<file path="config.mk">
export PLATFORM = sky130hd
export DESIGN_NAME = rr_tdm_demux_flat
export DESIGN_NICKNAME = d
export VERILOG_FILES = /design/src/rtl/rr_tdm_demux_if.sv /design/src/rtl/rr_tdm_demux.sv /design/src/flat_wrapper.sv
export SDC_FILE = /design/constraint.sdc
export NUM_CORES = 1
export LEC_CHECK = 0
export CAP_MARGIN = 10
export CELL_PAD_IN_SITES_DETAIL_PLACEMENT = 1
export CELL_PAD_IN_SITES_GLOBAL_PLACEMENT = 1
export CORE_UTILIZATION = 35
export CTS_BUF_LIST = sky130_fd_sc_hd__clkbuf_4 sky130_fd_sc_hd__clkbuf_8 sky130_fd_sc_hd__clkbuf_16
export CTS_CLUSTER_SIZE = 10
export DETAILED_ROUTE_END_ITERATION = 7
export PLACE_DENSITY = 0.85
export SYNTH_ARGS = -nofsm -noshare
export SYNTH_HDL_FRONTEND = slang
export SYNTH_SLANG_ARGS = --single-unit
</file>
<file path="constraint.sdc">
create_clock -name clk -period 2.4 [get_ports clk]
set_input_delay 0.72 -clock clk [delete_from_list [all_inputs] [get_ports clk]]
set_output_delay 0.72 -clock clk [all_outputs]
set_load 0.01 [all_outputs]
</file>
<file path="src/rtl/rr_tdm_demux_if.sv">
// rr_tdm_demux_if: TDM demux bus; master drives in/sync, slave returns frame outputs, frame_valid, locked, sync_err, frame_cnt
interface rr_tdm_demux_if #(parameter int WIDTH = 1);
    logic [WIDTH-1:0] in;
    logic             sync;
    logic [WIDTH-1:0] a_out;
    logic [WIDTH-1:0] b_out;
    logic [WIDTH-1:0] c_out;
    logic [WIDTH-1:0] d_out;
    logic             frame_valid;
    logic             locked;
    logic             sync_err;
    logic [7:0]       frame_cnt;
    modport master (
        output in, sync,
        input  a_out, b_out, c_out, d_out, frame_valid, locked, sync_err, frame_cnt
    );
    modport slave (
        input  in, sync,
        output a_out, b_out, c_out, d_out, frame_valid, locked, sync_err, frame_cnt
    );
endinterface

</file>
<file path="src/rtl/rr_tdm_demux.sv">
// rr_tdm_demux: 4-slot round-robin TDM demux; ports clk, rst, bus (in/sync in; a..d_out, frame_valid, locked, sync_err, frame_cnt out)
module rr_tdm_demux #(
    parameter int WIDTH = 1
) (
    input logic           clk,
    input logic           rst,
    rr_tdm_demux_if.slave bus
);
    typedef enum logic {UNLOCKED, LOCKED} state_t;
    state_t           state;
    logic [1:0]       s;
    logic [1:0]       e;
    logic             proc;
    logic [WIDTH-1:0] shadow_a;
    logic [WIDTH-1:0] shadow_b;
    logic [WIDTH-1:0] shadow_c;
    always_comb begin
        e    = bus.sync ? 2'd0 : s;
        proc = (state == LOCKED) || bus.sync;
    end
    assign bus.locked = (state == LOCKED);
    always_ff @(posedge clk) begin
        if (rst) begin
            state           <= UNLOCKED;
            s               <= 2'd0;
            shadow_a        <= '0;
            shadow_b        <= '0;
            shadow_c        <= '0;
            bus.a_out       <= '0;
            bus.b_out       <= '0;
            bus.c_out       <= '0;
            bus.d_out       <= '0;
            bus.frame_valid <= 1'b0;
            bus.sync_err    <= 1'b0;
            bus.frame_cnt   <= 8'd0;
        end else begin
            bus.frame_valid <= 1'b0;
            bus.sync_err    <= bus.sync && (state == LOCKED) && (s != 2'd0);
            if (proc) begin
                state <= LOCKED;
                s     <= e + 2'd1;
                if (e == 2'd0) begin
                    shadow_a <= bus.in;
                    shadow_b <= '0;
                    shadow_c <= '0;
                end else if (e == 2'd1) begin
                    shadow_b <= bus.in;
                end else if (e == 2'd2) begin
                    shadow_c <= bus.in;
                end else begin
                    bus.a_out       <= shadow_a;
                    bus.b_out       <= shadow_b;
                    bus.c_out       <= shadow_c;
                    bus.d_out       <= bus.in;
                    bus.frame_valid <= 1'b1;
                    bus.frame_cnt   <= bus.frame_cnt + 8'd1;
                end
            end
        end
    end
endmodule

</file>
<file path="src/flat_wrapper.sv">
// flat-port wrapper written by rule: the top's interface ports become plain ports
module rr_tdm_demux_flat 
#(
    parameter int WIDTH = 1
)
  (clk, rst, bus_in, bus_sync, bus_a_out, bus_b_out, bus_c_out, bus_d_out, bus_frame_valid, bus_locked, bus_sync_err, bus_frame_cnt);
  rr_tdm_demux_if #(.WIDTH(WIDTH)) bus_i ();
  input logic clk;
  input logic rst;
  input wire logic [$bits(bus_i.in)-1:0] bus_in;
  input wire logic [$bits(bus_i.sync)-1:0] bus_sync;
  output wire logic [$bits(bus_i.a_out)-1:0] bus_a_out;
  output wire logic [$bits(bus_i.b_out)-1:0] bus_b_out;
  output wire logic [$bits(bus_i.c_out)-1:0] bus_c_out;
  output wire logic [$bits(bus_i.d_out)-1:0] bus_d_out;
  output wire logic [$bits(bus_i.frame_valid)-1:0] bus_frame_valid;
  output wire logic [$bits(bus_i.locked)-1:0] bus_locked;
  output wire logic [$bits(bus_i.sync_err)-1:0] bus_sync_err;
  output wire logic [$bits(bus_i.frame_cnt)-1:0] bus_frame_cnt;
  assign bus_i.in = bus_in;
  assign bus_i.sync = bus_sync;
  assign bus_a_out = bus_i.a_out;
  assign bus_b_out = bus_i.b_out;
  assign bus_c_out = bus_i.c_out;
  assign bus_d_out = bus_i.d_out;
  assign bus_frame_valid = bus_i.frame_valid;
  assign bus_locked = bus_i.locked;
  assign bus_sync_err = bus_i.sync_err;
  assign bus_frame_cnt = bus_i.frame_cnt;
  rr_tdm_demux #(.WIDTH(WIDTH)) u_core (.clk(clk), .rst(rst), .bus(bus_i));
endmodule
</file>
==> results of run 1 <==
[state kept, by name, summed over array words and instances, names as in the netlist]
name and flops:
u_core.bus.sync_err 1, u_core.shadow_b 1, u_core.shadow_a 1, u_core.bus.frame_cnt 8, u_core.bus.d_out 1, u_core.s 2
u_core.shadow_c 1, u_core.bus.a_out 1, u_core.bus.frame_valid 1, u_core.bus.b_out 1, u_core.bus.c_out 1, u_core.bus.locked 1
[cell usage in the layout (no fill, tap or decap), types with 2 or more instances in the layout]
master           count
o21ai_0              6
inv_1                3
or3_1                3
buf_4                6
nand3_1              4
o31ai_1              2
dfxtp_1             20
mux2i_1              6
nor2b_1              3
a21oi_1              8
or4_1                2
clkdlybuf4s50_1     18
ha_1                 3
nor2_1              12
clkbuf_4             3
nand2_1              6
[synth_stat cells]
library cell	n
a21bo_2	1
a21oi_1	8
a31oi_1	1
buf_2	2
clkbuf_1	2
dfxtp_1	20
ha_1	3
inv_1	3
mux2_2	1
mux2i_1	6
nand2_1	6
nand2b_1	1
nand3_1	4
nand3b_1	1
nand4bb_1	1
nor2_1	12
nor2b_1	3
nor3_1	1
nor4_1	1
o21ai_0	6
o31ai_1	2
or2b_1	1
or3_1	3
or4_1	2
xor2_1	1
[cells by family (layout without fill, tap and decap cells)]
kind of cell	Yosys count	after routing
xor+xnor	1	1
fa+ha+maj	3	3
mux	7	7
simple gates	36	36
compound gates	18	18
flops	20	20
buf+inv	7	32
[per-stage QoR]
step / instances / hold WS, ps / utilization (%) / setup TNS [ps] / worst slack [ps]
after floorplan: 92 / 443 / - / 0 / 235
after global placement: 141 / 454 / 48.5 / -1030 / -206
after detailed placement: 141 / 467 / 48.5 / -2040 / -324
after CTS: 145 / 485 / 51.5 / 0 / 8.20
after global routing: 145 / 518 / 52.4 / 0 / 3.65
final: 145 / 485 / 52.4 / 0 / 91.1
[critical path, cell delays in order]
cell,delay [ps]
clkdlybuf4s50_1,470
inv_1,60
nand2_1,90
inv_1,50
ha_1,180
nand4bb_4,250
or4_1,540
a21oi_1,170
[layer usage]
metal	GRT usage, %	part of all wire [%]	vias to the layer above
li1	-	-	372
met1	20.5	44	349
met2	30.7	52	14
met3	3.64	2.9	2
met4	8.33	0.74	0
met5	0	0	-
[report_power, final]
group	total (W)	internal, W	switching (W)
Combinational	0.0000499	0.0000263	0.0000236
Clock	0.000271	0.000169	0.000102
Sequential	0.000347	0.000339	0.00000817
[worst paths after layout]
kind                    from                      end  slack, ps  depth (start not counted)
max                 bus_sync  u_core.bus.frame_cnt[5]         90                          8
min          u_core.shadow_c          u_core.shadow_c        480                          2
max reg2reg      u_core.s[0]  u_core.bus.frame_cnt[5]        640                          5
min reg2reg  u_core.shadow_c          u_core.shadow_c        480                          2
[area by class of cell]
type / instances / area [um2]
Clock buffer: 3 / 22.5
Clock inverter: 1 / 30.0
Fill cell: 264 / 1060
Inverter: 3 / 11.3
Multi-Input combinational cell: 65 / 425
Sequential cell: 20 / 400
Tap cell: 28 / 35.0
Timing Repair Buffer: 25 / 245
[what timing repair did]
action | in CTS | in global routing
setup endpoints to repair | 3 | 5
resized for setup | 3 | 3
gates cloned | 0 | 0
endpoints found under the hold margin | 0 | 0
pin swaps | 1 | 1
==> summary.md, run 1 <==
| Metric | Value |
|---|---|
| Ratio of cells with drive above 1 in the final layout | 12.8% |
| Critical Path RT | 2630 ps |
| Slew headroom | 77.8% |
| Syn avg cell area | 9.04 um2 |
| Cts bufs inserted | 3 |
| Routed WL | 1890 um |
| GR Overflow Total | 0 |
| P per Cell Area | 570 nW/um2 |
| Fin. max-slew vios | 0 |
| Area growth syn-to-layout | 40.6% |
| Routed len/inst | 13.0 um |
| Maximum vdd drop | 0.000345 V |
| Post-route cell area | 1170 um2 |
| Final min period | 2310 ps |
| Max Fclk | 0.433 GHz |
| First-pass DRT Iterations | 4 |
| Top-Level Pins | 19 |
| Clk slew on worst S/H paths | 110 ps |
| Synth Area in Adders | 4.51% |
| Fraction of synthesized area in multiplexers | 8.57% |
| Seq/Total Area, Yosys | 48.1% |
| Top post-synthesis cells by area | dfxtp_1 48%, mux2i_1 7.2%, nor2_1 5.4%, a21oi_1 4.8%, ha_1 4.5% |
| Mapped cell area | 832 um2 |
| Kind of critical path | in2reg |
| Worst skew pair latency | 300 ps |
| Power Total | 0.000667 W |
| Synth top area share | 48.1% |
| Largest net degree at the start of global routing | 17 |
| Vias per cell | 5.08 |
| Standard-cell rows | 17 |
| Clk_skew | 3.95 ps |
| Placed cell area | 1080 um2 |
| Max-cap violations | 0 |
| Leakage | 0.462 nW |
| Synthesis Warnings | 0 |
| Max H-tree Level | 1 |
| Setup-failing EPs final | 0 |
| Vias in the first global route | 729 |
| PortBufs | 18 |
| Clk sinks | 20 |
| Cell count after synthesis | 92 |
| Nets | 125 |
| Final ANT Viol Nets | 0 |
| Max FO, Critical Path | 5 |
| Initial antenna violation count | 0 |
| Flops & latches, synth | 20 |
| RePlAce Congestion | 0.788 |
| Post-synthesis compound-gate area fraction | 12.2% |
| Outcome | finished clean |
| DP HPWL | 1370 um |
| First-pass GRT wire length | 3300 um |
| Synth Area in Simple Gates | 22.1% |
| CP Data Arrival Time | 2540 ps |
| Xor/xnor share of the synthesized area | 1.05% |
| Largest area contributor in the netlist | dfxtp_1 |
| Hold Vio Cnt, Final | 0 |
| N_diodes | 0 |
| Startpoint types | primary input |
| Vias | 737 |
| Cts hold-fix bufs | 0 |
| CTS Root Cell | clkbuf_4 |
| Worst-Margin Slew | 333 ps |
| DRC viols | 0 |
| CTS max path bufs | 2 |
| Unique cell type count in the Yosys netlist | 25 |
| CTS tree | built |
| Die area | 2580 um2 |
| Final Cycle Share | 96.2% |
| Endpoint type of the worst setup path | register |
| Initial drt markers | 5 |
| Die Width | 50.8 um |
| Core footprint | 2230 um2 |
| RSZ-0062 raised after global routing | no |
| Initial core utilization | 37.3% |
| Die H | 50.8 um |
| Mapped Nets | 99 |
| GRT Util Overall | 17.7% |
| Post-CTS setup buffer count | 0 |
| Tightest Hold Check Type | reg2reg |
| Largest family of logic cells by synthesized area | simple AND/OR/NAND/NOR gates |
Note: power is estimated with default switching activity, not from simulation.
==> run 2, diff against run 1 <==
--- a/config.mk
+++ b/config.mk
@@ -8,8 +8,10 @@
 export CAP_MARGIN = 10
 export CELL_PAD_IN_SITES_DETAIL_PLACEMENT = 1
 export CELL_PAD_IN_SITES_GLOBAL_PLACEMENT = 1
+export CORE_MARGIN = 3
 export CORE_UTILIZATION = 35
 export CTS_BUF_LIST = sky130_fd_sc_hd__clkbuf_4 sky130_fd_sc_hd__clkbuf_8 sky130_fd_sc_hd__clkbuf_16
+export CTS_CLUSTER_DIAMETER = 60
 export CTS_CLUSTER_SIZE = 10
 export DETAILED_ROUTE_END_ITERATION = 7
 export PLACE_DENSITY = 0.85
==> summary.md, run 2 (same netlist as run 1, synthesis figures left out) <==
| Metric | Value |
|---|---|
| RSZ-0062 raised after global routing | yes |
| Nets | 124 |
| Standard-cell rows | 17 |
| Clk_skew | 3.65 ps |
| Routed len/inst | 13.3 um |
| GRT met1 Usage | 14.8% |
| GRT Util Overall | 14.4% |
| Global Route met3 Usage | 5.18% |
| PortBufs | 18 |
| Max incr delay on CP | 470 ps |
| Core footprint | 2230 um2 |
| Failing checks | setup timing |
| Max H-tree Level | 1 |
| Ratio of cells with drive above 1 in the final layout | 11.2% |
| Worst Path Buf+Inv | 3 |
| Fin. max-slew vios | 0 |
| Post-CTS setup buffer count | 0 |
| Startpoint types | primary input |
| Placement-stage worst setup slack | -364 ps |
| GR Overflow Total | 0 |
| Critical-path top delay cell | clkdlybuf4s50_1 |
| Final min period | 2410 ps |
| Initial antenna violation count | 0 |
| Largest Register | u_core.bus.frame_cnt |
| Delay-heaviest family, CP | simple AND/OR/NAND/NOR gates |
| Worst path depth | 8 |
| DRC viols | 0 |
| Commonest non-fill, non-tap cell in the layout | dfxtp_1 |
| Cell count of the worst reg-to-reg path | 6 |
| Maximum vdd drop | 0.000380 V |
| Largest register FFs | 8 |
| Outcome | finished with violations |
| Tightest Hold Check Type | reg2reg |
| P per Cell Area | 521 nW/um2 |
| DP HPWL | 1440 um |
| Initial core utilization | 37.3% |
| CTS tree | built |
| Crit-path most repeated cell | inv_1 |
| Busiest grt layer | met2 |
| Crit path from | bus_sync |
| CP cell instances | clkdlybuf4s50_1 > inv_1 > nand2_1 > inv_1 > ha_1 > nand4bb_4 > nor4_1 > mux2_2 |
| Hold Path Stages | 2 |
| N_diodes | 0 |
| Initial drt markers | 9 |
| First-pass DRT Iterations | 4 |
| Final Cycle Share | 101% |
| Endpoint type of the worst setup path | register |
| CTS max path bufs | 2 |
| RePlAce Congestion | 0.756 |
| CTS Root Cell | clkbuf_4 |
| Critical Path RT | 2610 ps |
| Max FO, Critical Path | 6 |
| Vias in the first global route | 729 |
| Clk sinks | 20 |
| Final Core Density | 50.6% |
| Top-Level Pins | 19 |
| Startpoint of the worst hold path | u_core.shadow_b |
| Kind of critical path | in2reg |
| Reg-to-reg setup timing slack | 540 ps |
| Met2 GRT Util | 26.4% |
| Final ANT Viol Nets | 0 |
| Critical Path End | u_core.bus.frame_cnt[7] |
| Max-cap violations | 0 |
| Cts bufs inserted | 3 |
| Area growth syn-to-layout | 35.9% |
| CP Data Arrival Time | 2620 ps |
| Slew headroom | 77.0% |
| Worst setup margin | -13.8 ps |
| Hold Vio Cnt, Final | 0 |
| First-pass GRT wire length | 3050 um |
| Post-route cell area | 1130 um2 |
| Worst skew pair latency | 300 ps |
| Die H | 54.8 um |
| Leakage | 0.447 nW |
| Die area | 3000 um2 |
| Die Width | 54.8 um |
| Largest net degree at the start of global routing | 17 |
| Setup-failing EPs final | 1 |
| Routed WL | 1910 um |
| Reg2reg end | u_core.bus.frame_cnt[7] |
| Placed cell area | 1070 um2 |
| Most frequent cells in the layout | 20 x dfxtp_1, 18 x clkdlybuf4s50_1, 12 x nor2_1, 8 x a21oi_1 |
| Setup tns final | -13.8 ps |
| Critical R2R Launch | u_core.s[1] |
| Clk slew on worst S/H paths | 110 ps |
| Vias per cell | 5.24 |
| Leading registers by flop count | u_core.bus.frame_cnt: 8 flops, u_core.s: 2 flops |
| Vias | 754 |
| Max Fclk | 0.414 GHz |
| Worst-Margin Slew | 342 ps |
run 2: changes by cell type in the layout (fill, tap and decap cells not counted):
cell and delta:
nor4_1 +1, buf_6 +1, bufinv_16 -1, buf_4 -1, buf_12 -1, nor4_2 -1
clkbuf_8 +1
run 2: final cells by class:
type                            instances  area [um2]
Multi-Input combinational cell         65         419
Fill cell                             276        1100
Tap cell                               28        35.0
Sequential cell                        20         400
Timing Repair Buffer                   24         229
Clock buffer                            4        36.3
Inverter                                3        11.3
run 2: timing repair:
action / CTS / global route
setup endpoints to repair: 2 / 5
hold buffers: 0 / 0
resized for setup: 2 / 1
run 2: through the flow:
step / hold WS (ps) / std cells / power (W)
after detailed placement: 490 / 140 / 0.000401
after CTS: 506 / 144 / 0.000597
after global routing: 546 / 144 / 0.000622
after global placement: 462 / 140 / 0.000399
after floorplan: 443 / 92 / 0.000377
final: 501 / 144 / 0.000589
run 2: where the power goes:
group | switching (W) | total [W] | leakage (nW) | internal [W]
clock network | 0.000102 | 0.000194 | 0.0210 | 0.0000927
logic | 0.0000227 | 0.0000483 | 0.263 | 0.0000255
registers | 0.00000791 | 0.000347 | 0.162 | 0.000339
total | 0.000132 | 0.000589 | 0.447 | 0.000457
run 2: worst min path at each step:
stage	end	slack, ps
3_5_place_dp	u_core.shadow_b	490
6_report	u_core.shadow_b	500
5_1_grt	u_core.shadow_c	550
3_3_place_gp	u_core.shadow_c	460
4_1_cts	u_core.shadow_b	510
2_1_floorplan	u_core.shadow_c	440
run 2: worst reg2reg max path: cells and delay by family, from the launching register on:
family / cells / cell delay (ps)
simple gates: 3 / 770
fa+ha+maj: 1 / 170
flops: 1 / 390
mux: 1 / 370
buf+inv: 1 / 60
run 2: metal layers:
| layer | share of wire [%] | vias to the layer above |
|---|---|---|
| met5 | 0 | - |
| met4 | 1.4 | 0 |
| met3 | 5.2 | 4 |
| met2 | 52 | 17 |
| met1 | 41 | 365 |
| li1 | - | 368 |
